--- src/rtl/vco_pq_pkg.sv ---
// Shared constants and the ring-state to phase mapping for the VCO phase quantizer.
// Pure combinational helpers; no latency and no flow control of their own.
package vco_pq_pkg;

  localparam int NSTAGE = 32;
  localparam int PH_W   = 6;

  localparam logic [NSTAGE-1:0] ODD_MASK = 32'hAAAA_AAAA;

  typedef logic [PH_W-1:0] phase_t;

  // Popcount keeps the decode tolerant of thermometer bubbles; t[0] selects the half-period.
  function automatic phase_t phase_of(input logic [NSTAGE-1:0] t);
    phase_t c;
    c = '0;
    for (int i = 0; i < NSTAGE; i++) begin
      c = c + PH_W'(t[i]);
    end
    phase_of = t[0] ? c : -c;
  endfunction

endpackage

--- src/rtl/vco_phase_decode.sv ---
// Registered normalize/popcount/map of synchronized ring phases plus differential check.
// Latency 1 cycle; valid-only streaming, no backpressure.
module vco_phase_decode
  import vco_pq_pkg::*;
(
  input  logic              clk,
  input  logic              rst,
  input  logic              i_vld,
  input  logic [NSTAGE-1:0] i_p,
  input  logic [NSTAGE-1:0] i_m,
  output phase_t            o_phase,
  output logic              o_vld,
  output logic              o_diff_err
);

  logic [NSTAGE-1:0] w_t;
  logic              w_err;

  phase_t r_phase;
  logic   r_vld;
  logic   r_err;

  assign w_t   = i_p ^ ODD_MASK;
  // A healthy differential pair always disagrees; any equal pair flags the sample.
  assign w_err = |(~(i_p ^ i_m));

  always_ff @(posedge clk) begin
    if (rst) begin
      r_phase <= '0;
      r_vld   <= 1'b0;
      r_err   <= 1'b0;
    end else begin
      r_phase <= phase_of(w_t);
      r_vld   <= i_vld;
      r_err   <= w_err;
    end
  end

  assign o_phase    = r_phase;
  assign o_vld      = r_vld;
  assign o_diff_err = r_err;

endmodule

--- src/rtl/vco_phase_quantizer.sv ---
// VCO ring reader: sync chain, phase decode, per-sample phase advance and windowed frequency sum.
// phase_q at SYNC_STAGES+1, dphase_q +1, freq_q +1 cycles; valid-only, no backpressure.
module vco_phase_quantizer
  import vco_pq_pkg::*;
#(
  parameter int SYNC_STAGES = 2,
  parameter int WIN_LOG2    = 4,
  parameter int FREQ_W      = PH_W + WIN_LOG2
) (
  input  logic              clk,
  input  logic              rst,
  input  logic              en,
  input  logic [NSTAGE-1:0] out_vco_p,
  input  logic [NSTAGE-1:0] out_vco_m,
  output logic [PH_W-1:0]   phase_q,
  output logic              phase_vld,
  output logic [PH_W-1:0]   dphase_q,
  output logic              dphase_vld,
  output logic [FREQ_W-1:0] freq_q,
  output logic              freq_vld,
  output logic              diff_err
);

  logic [NSTAGE-1:0]    r_p_sync [SYNC_STAGES];
  logic [NSTAGE-1:0]    r_m_sync [SYNC_STAGES];
  logic [SYNC_STAGES-1:0] r_en_sync;

  phase_t w_phase;
  logic   w_phase_vld;
  logic   w_diff_err;

  phase_t r_prev;
  logic   r_prev_vld;
  phase_t r_dphase;
  logic   r_dphase_vld;

  logic [WIN_LOG2-1:0] r_cnt;
  logic [FREQ_W-1:0]   r_acc;
  logic [FREQ_W-1:0]   r_freq;
  logic                r_freq_vld;

  // en rides the same number of flops so it stays aligned with the sampled phases.
  always_ff @(posedge clk) begin
    if (rst) begin
      for (int i = 0; i < SYNC_STAGES; i++) begin
        r_p_sync[i] <= '0;
        r_m_sync[i] <= '0;
      end
      r_en_sync <= '0;
    end else begin
      r_p_sync[0] <= out_vco_p;
      r_m_sync[0] <= out_vco_m;
      for (int i = 1; i < SYNC_STAGES; i++) begin
        r_p_sync[i] <= r_p_sync[i-1];
        r_m_sync[i] <= r_m_sync[i-1];
      end
      r_en_sync <= {r_en_sync[SYNC_STAGES-2:0], en};
    end
  end

  vco_phase_decode u_decode (
    .clk        (clk),
    .rst        (rst),
    .i_vld      (r_en_sync[SYNC_STAGES-1]),
    .i_p        (r_p_sync[SYNC_STAGES-1]),
    .i_m        (r_m_sync[SYNC_STAGES-1]),
    .o_phase    (w_phase),
    .o_vld      (w_phase_vld),
    .o_diff_err (w_diff_err)
  );

  // First valid phase after a gap only seeds prev; 6-bit subtraction handles wrap.
  always_ff @(posedge clk) begin
    if (rst) begin
      r_prev       <= '0;
      r_prev_vld   <= 1'b0;
      r_dphase     <= '0;
      r_dphase_vld <= 1'b0;
    end else begin
      r_dphase_vld <= 1'b0;
      if (w_phase_vld) begin
        r_prev     <= w_phase;
        r_prev_vld <= 1'b1;
        if (r_prev_vld) begin
          r_dphase     <= w_phase - r_prev;
          r_dphase_vld <= 1'b1;
        end
      end else begin
        r_prev_vld <= 1'b0;
      end
    end
  end

  // Any break in the dphase stream discards the partial window.
  always_ff @(posedge clk) begin
    if (rst) begin
      r_cnt      <= '0;
      r_acc      <= '0;
      r_freq     <= '0;
      r_freq_vld <= 1'b0;
    end else begin
      r_freq_vld <= 1'b0;
      if (r_dphase_vld) begin
        if (&r_cnt) begin
          r_freq     <= r_acc + FREQ_W'(r_dphase);
          r_freq_vld <= 1'b1;
          r_acc      <= '0;
          r_cnt      <= '0;
        end else begin
          r_acc <= r_acc + FREQ_W'(r_dphase);
          r_cnt <= r_cnt + 1'b1;
        end
      end else begin
        r_acc <= '0;
        r_cnt <= '0;
      end
    end
  end

  assign phase_q    = w_phase;
  assign phase_vld  = w_phase_vld;
  assign diff_err   = w_diff_err;
  assign dphase_q   = r_dphase;
  assign dphase_vld = r_dphase_vld;
  assign freq_q     = r_freq;
  assign freq_vld   = r_freq_vld;

endmodule

--- config.mk ---
export PLATFORM = sky130hd
export DESIGN_NAME = vco_phase_quantizer
export DESIGN_NICKNAME = d
export VERILOG_FILES = /design/src/rtl/vco_pq_pkg.sv /design/src/rtl/vco_phase_decode.sv /design/src/rtl/vco_phase_quantizer.sv
export SDC_FILE = /design/constraint.sdc
export NUM_CORES = 1
export LEC_CHECK = 0
export ABC_CLOCK_PERIOD_IN_PS = 5100
export CAP_MARGIN = 20
export CORE_ASPECT_RATIO = 0.75
export CORE_MARGIN = 4
export CORE_UTILIZATION = 45
export CTS_BUF_LIST = sky130_fd_sc_hd__clkbuf_4 sky130_fd_sc_hd__clkbuf_8 sky130_fd_sc_hd__clkbuf_16
export DETAILED_ROUTE_END_ITERATION = 16
export PLACE_DENSITY = 0.81
export SYNTH_ARGS = -nofsm -noshare
export SYNTH_HDL_FRONTEND = slang
export SYNTH_HIERARCHICAL = 1
export SYNTH_SLANG_ARGS = --single-unit
export TNS_END_PERCENT = 20
--- constraint.sdc ---
create_clock -name clk -period 5.1 [get_ports clk]
set_input_delay 1.275 -clock clk [delete_from_list [all_inputs] [get_ports clk]]
set_output_delay 1.275 -clock clk [all_outputs]
set_load 0.005 [all_outputs]
# After elaboration in Yosys (flattened, before gate mapping)
# Memories as Yosys holds them, arrays and structs flattened.
# Cells that the tools add are included.
# Widths: inputs -> output; s select.
[classes] muxes=11 n_addsub=35 reduce_logical=7 bitwise=9
[ops] operator="$add 6x1->6" count=30
[ops] operator="$mux 32" count=4
[ops] operator="$not 32->32" count=1
[ops] operator="$reduce_or 32->1" count=1
[ops] operator="$xor 32x32->32" count=1
[ops] operator="$not 16->16" count=1
[ops] operator="$add 10x6->10" count=1
[ops] operator="$mux 1" count=6
[ops] operator="$mux 6" count=1
[ops] operator="$neg 6->6" count=1
[ops] operator="$sub 6x6->6" count=1
[ops] operator="$reduce_and 5->1" count=1
[ops] operator="$add 4x1->4 const B" count=1
[ops] operator="$or 1x1->1" count=4
[ops] operator="$reduce_and 4->1" count=1
[ops] operator="$reduce_or 2->1" count=2
[ops] operator="$reduce_or 3->1" count=1
[ops] operator="$add 1x1->2" count=1
[ops] operator="$not 1->1" count=2
[ops] operator="$reduce_and 2->1" count=1
[totals] n_memories=2 wordCells=76 out_inout_bits=26 ram_bits=128 in_bits=67 ff_bits=49
[memory_table] name="r_m_sync" words=2 width=32 read_ports=2 rd_ports_with_merged_regs=0 wr=2 line_no="vco_phase_quantizer.sv:25" rtl="logic [NSTAGE-1:0] r_m_sync [SYNC_STAGES];"
[memory_table] name="r_p_sync" words=2 width=32 read_ports=2 rd_ports_with_merged_regs=0 wr=2 line_no="vco_phase_quantizer.sv:24" rtl="logic [NSTAGE-1:0] r_p_sync [SYNC_STAGES];"

# Longest topological paths before layout
# An unclocked memory read counts as a cell.
[depth] depth_word=35 depth_mapped=19 depth_no_buf=18

# Modules after synthesis
# The synthesis kept the hierarchy.
[by_module_without_submodules] module="vco_phase_quantizer" cells_each=468 seq_area_each_um2=3383.2 area_per_inst_um2=5232.5 instances=1
[by_module_without_submodules] module="vco_phase_decode" cells_each=165 seq_area_each_um2=160.2 area_per_inst_um2=1511.4 instances=1

# Worst setup path after synthesis
# No wires, ideal clock.
[synth_timing] kind="flip-flop to flip-flop" start="memory r_p_sync[1][9], in the netlist r_p_sync[0][41]" end="register u_decode.r_phase[5], in the netlist u_decode/o_phase[5]" setup_ps=120 period_less_slack_ps=5207 t_required_ps=4980 path_stages_with_launch=19 path_buffers=0 path_slack_ps=-107 arrival_time_ps=5087 path_cell_list="dfxtp_1 > inv_1 > fa_1 > inv_1 > fa_1 > inv_1 > fa_1 > fa_1 > fa_1 > inv_1 > fa_1 > inv_1 > ha_1 > fa_1 > and3_1 > or3_4 > a221oi_2 > nor4_1 > or2_1"
[synth_lines] item="start, declared" line_no="vco_phase_quantizer.sv:24"
[synth_lines] item="end signal, assigned" line_no="vco_phase_decode.sv:33" rtl="r_phase <= phase_of(w_t);"
[synth_lines] item="end, declared" line_no="vco_phase_decode.sv:19" rtl="phase_t r_phase;"

==> key figures <==
Logic synthesis
  • Most used flip-flop cell after synthesis: sky130_fd_sc_hd__dfxtp_1
  • Portion of synthesized cell area occupied by the leading cell type: 0.525
  • Synth Net Count: 747
  • Total number of yosys warnings: 6
  • Number of flops mapped to enable cells by yosys: 0
  • Asr flop ratio synth: 0
  • Mean instance size in the synthesized netlist: 10.7 um2
  • Sequential area share after synthesis: 0.525
  • Largest cells by area after synthesis: sky130_fd_sc_hd__dfxtp_1 53%, sky130_fd_sc_hd__nor2b_1 13%, sky130_fd_sc_hd__fa_1 7.7%
  • Synth Cell Area: 6740 um2
  • Flops & latches, synth: 177
  • Instance count of the mapped netlist: 633
  • Library cell with the largest summed area after synthesis: sky130_fd_sc_hd__dfxtp_1
  • Netlist cell types: 47

Min path
  • Number of cells on the worst hold path: 1
  • Path class of the lowest-slack min-delay path: register to register
  • Hold Crit Endpoint: r_p_sync[0][39]
  • Min-Delay Startpoint: r_p_sync[0][7]

Finish
  • Post-Route Utilization: 0.594
  • Number of cells in the finished layout apart from fillers: 952
  • Antenna Diode Count: 0
  • Share of final-layout standard cells stronger than drive strength 1: 0.102
  • Commonest non-fill, non-tap cell in the layout: sky130_fd_sc_hd__dfxtp_1
  • Highest-count cells in the layout ignoring fill and taps: 172 x sky130_fd_sc_hd__dfxtp_1, 136 x sky130_fd_sc_hd__nor2b_1, 91 x sky130_fd_sc_hd__clkdlybuf4s50_1
  • Layout net count: 853
  • Area growth from synthesis to layout: 28.6%

Clock network
  • Number of clock sinks: 177
  • Clock buffers created by TritonCTS: 17
  • Clock root buffer: sky130_fd_sc_hd__clkbuf_16
  • Hold buffers post-CTS: 0
  • H-tree depth: 4
  • Clock transition at the register clock pins on the worst setup and hold paths after CTS: 0.07 ns
  • Worst-Skew Late Latency: roughly 0.42 ns
  • Clock tree from TritonCTS: built
  • Clock tree buffer depth: 2

Floorplan
  • Placeable core region: 14600 um2
  • Die area: 17000 um2
  • Total I/O pin count: 93
  • DIE WIDTH: ~150 um
  • Cell row count: 38
  • Effective utilization at floorplan: 0.462
  • Vert. Die Dim: 114 um

STA
  • Crit share post-route: 1.03
  • Final setup slack of the worst path: -0.146 ns
  • Final Hold Viols: 0
  • Timing-limited maximum frequency: 0.191 GHz
  • Slew HR: 0.457
  • Final setup vio count: 2
  • Worst hold-check slack: 0.435 ns
  • Tightest Pin Transition: 0.815 ns
  • Final sum of negative setup slack: -0.147 ns
  • Min Clock Period, post-route: 5.25 ns
  • Unrepaired setup endpoints after global routing: yes
  • Skew final: 0.0135 ns
  • Number of max-slew violations in the final report: 0

Global routing
  • All-layer global routing usage: 0.156
  • Antenna violations before repair: 0
  • Vias in the first global route: 4297
  • Wire length of the first global-routing pass: 20700 um
  • Leftover overflow at the end of global routing: 0
  • Pin count of the biggest net entering global routing: 93

Routing
  • Post-detailed-route wirelength per cell: 13.4 um
  • Initial detailed-routing violation count: 183
  • Via count normalized by instance count: 4.41
  • Detailed-route DRC error count: 0
  • Number of detailed-route iterations in the first pass: 4
  • WL final: ~13000 um
  • Number of antenna-violating nets in the routed design: 0
  • Total number of vias: between 4000 and 5000

Setup path
  • Origin of the critical flop-to-flop path: r_p_sync[0][58]
  • Largest fanout of any net on the critical path: 2
  • Crit Reg-Reg Endpoint: u_decode/o_phase[5]
  • Required time of the critical path: 5.40 ns
  • Worst path buffer plus inverter count: 4
  • Series of cell instances along the critical path: fa_1 > inv_1 > fa_1 > fa_1 > inv_1 > fa_1 > fa_1 > inv_1 > fa_1 > inv_2 > ha_4 > fa_2 > and3_4 > or3_4 > a221oi_4 > nor4_1 > or2_1
  • Most frequent CP cell: sky130_fd_sc_hd__fa_1
  • Worst path depth: 17
  • Startpoint Class: register
  • CP Capture Type: register
  • Slowest stage delay, CP: 0.56 ns
  • Worst reg2reg setup slack: -0.15 ns
  • CP Class: register to register
  • Slowest CP cell: sky130_fd_sc_hd__fa_1
  • Cell count of the worst reg-to-reg path: 17
  • Top delay family on crit path: adder cells
  • Worst path arrival time: 5.55 ns

Power
  • Worst VDD drop: approximately 280 uV
  • Leak Pwr: around 0.0036 uW
  • Power density over the cells: between 400 and 500 nW/um2

Flow run
  • Max-cap violations: 0

Placement
  • RD Place Congestion: 0.843
  • Worst setup slack after placement: -0.203 ns
  • Port-buffer cells: 92
  • Post-detail-place hpwl: roughly 9000 um
  • Cell total after placement: around 920

Status
  • Outcome: finished, violations left
  • Violated checks: setup timing
-- how the worst max path moves through the flow --
stage                                endpoint  slack, ns             from
after floorplan           u_decode/o_phase[5]     -0.001  r_p_sync[0][41]
after global placement    u_decode/o_phase[5]      -0.08  r_p_sync[0][41]
after detailed placement  u_decode/o_phase[5]      -0.20  r_p_sync[0][41]
after CTS                 u_decode/o_phase[5]      -0.22  r_p_sync[0][58]
after global routing      u_decode/o_phase[5]      -0.30  r_p_sync[0][41]
final                     u_decode/o_phase[5]      -0.15  r_p_sync[0][58]
-- cells in the mapped netlist (2+ instances only) --
master                     instances
sky130_fd_sc_hd__fa_1             26
sky130_fd_sc_hd__nor2b_1         136
sky130_fd_sc_hd__o21a_1            2
sky130_fd_sc_hd__dfxtp_1         177
sky130_fd_sc_hd__or3_4             2
sky130_fd_sc_hd__o21ai_0           3
sky130_fd_sc_hd__and3_1            3
sky130_fd_sc_hd__a21oi_1          13
sky130_fd_sc_hd__xnor2_1          12
sky130_fd_sc_hd__buf_1             2
sky130_fd_sc_hd__nand3_1           8
sky130_fd_sc_hd__o21ai_1           2
sky130_fd_sc_hd__mux2i_1           8
sky130_fd_sc_hd__nand3b_1          2
sky130_fd_sc_hd__nor2_1           43
sky130_fd_sc_hd__a21o_2            2
sky130_fd_sc_hd__a211oi_1          7
sky130_fd_sc_hd__nand2b_1          3
sky130_fd_sc_hd__nand4_1           8
sky130_fd_sc_hd__nor4_1            3
sky130_fd_sc_hd__buf_2             6
sky130_fd_sc_hd__clkbuf_1         15
sky130_fd_sc_hd__a21o_1            3
sky130_fd_sc_hd__inv_1            60
sky130_fd_sc_hd__xor2_1           36
sky130_fd_sc_hd__nand2_1          10
sky130_fd_sc_hd__ha_1             21
-- final cells by class --
class | count | area, um2
Fill cell | 1154 | 5920
Clock inverter | 15 | 236
Multi-Input combinational cell | 373 | 2930
Tap cell | 200 | 250
Clock buffer | 17 | 425
Inverter | 60 | 225
Sequential cell | 177 | 3550
Timing Repair Buffer | 110 | 1050
-- metal layers --
metal | GRT usage | up-vias | wire, um
li1 | - | 2189 | -
met1 | 0.223 | 1909 | 6410
met2 | 0.230 | 87 | 5570
met3 | 0.0453 | 14 | 635
met4 | 0.0494 | 0 | 170
met5 | 0 | - | 0
-- cell families after synthesis --
kind of cell / share of synthesized area
mux: 0.0119
compound gates: 0.0453
simple gates: 0.192
buf+inv: 0.0473
xor+xnor: 0.0623
flops: 0.525
fa+ha+maj: 0.116
-- sequential cells by signal (all words and copies together), names as in the netlist --
name,flops
freq_q,10
r_cnt,4
r_m_sync,64
r_p_sync,64
u_decode/o_phase,6
dphase_q,6
freq_vld,1
r_acc,10
r_prev_vld,1
u_decode/o_vld,1
dphase_vld,1
r_prev,6
r_en_sync,2
u_decode/o_diff_err,1
-- power breakdown --
| group | total (uW) | internal (uW) | switching, uW |
|---|---|---|---|
| sequential | 1500 | 1460 | 40.6 |
| combinational | 1100 | 551 | 545 |
| clock | 1380 | 766 | 613 |
| total | 3970 | 2770 | 1200 |
-- through the flow --
step / power, uW / area (um2)
2_1_floorplan: 2190 / 6760
3_3_place_gp: 2450 / 7930
5_1_grt: 4200 / 8670
3_5_place_dp: 2490 / 7930
6_report: 3970 / 8670
4_1_cts: 3960 / 8640
-- repair_timing --
| action | CTS | global route |
|---|---|---|
| pin swaps | 7 | 6 |
| buffers inserted | 4 | 1 |
| setup endpoints to repair | 2 | 5 |
| endpoints found under the hold margin | 0 | 0 |
| gates resized for setup | 5 | 8 |
| gates cloned | 0 | 0 |
Note: power is estimated with default switching activity, not from simulation.
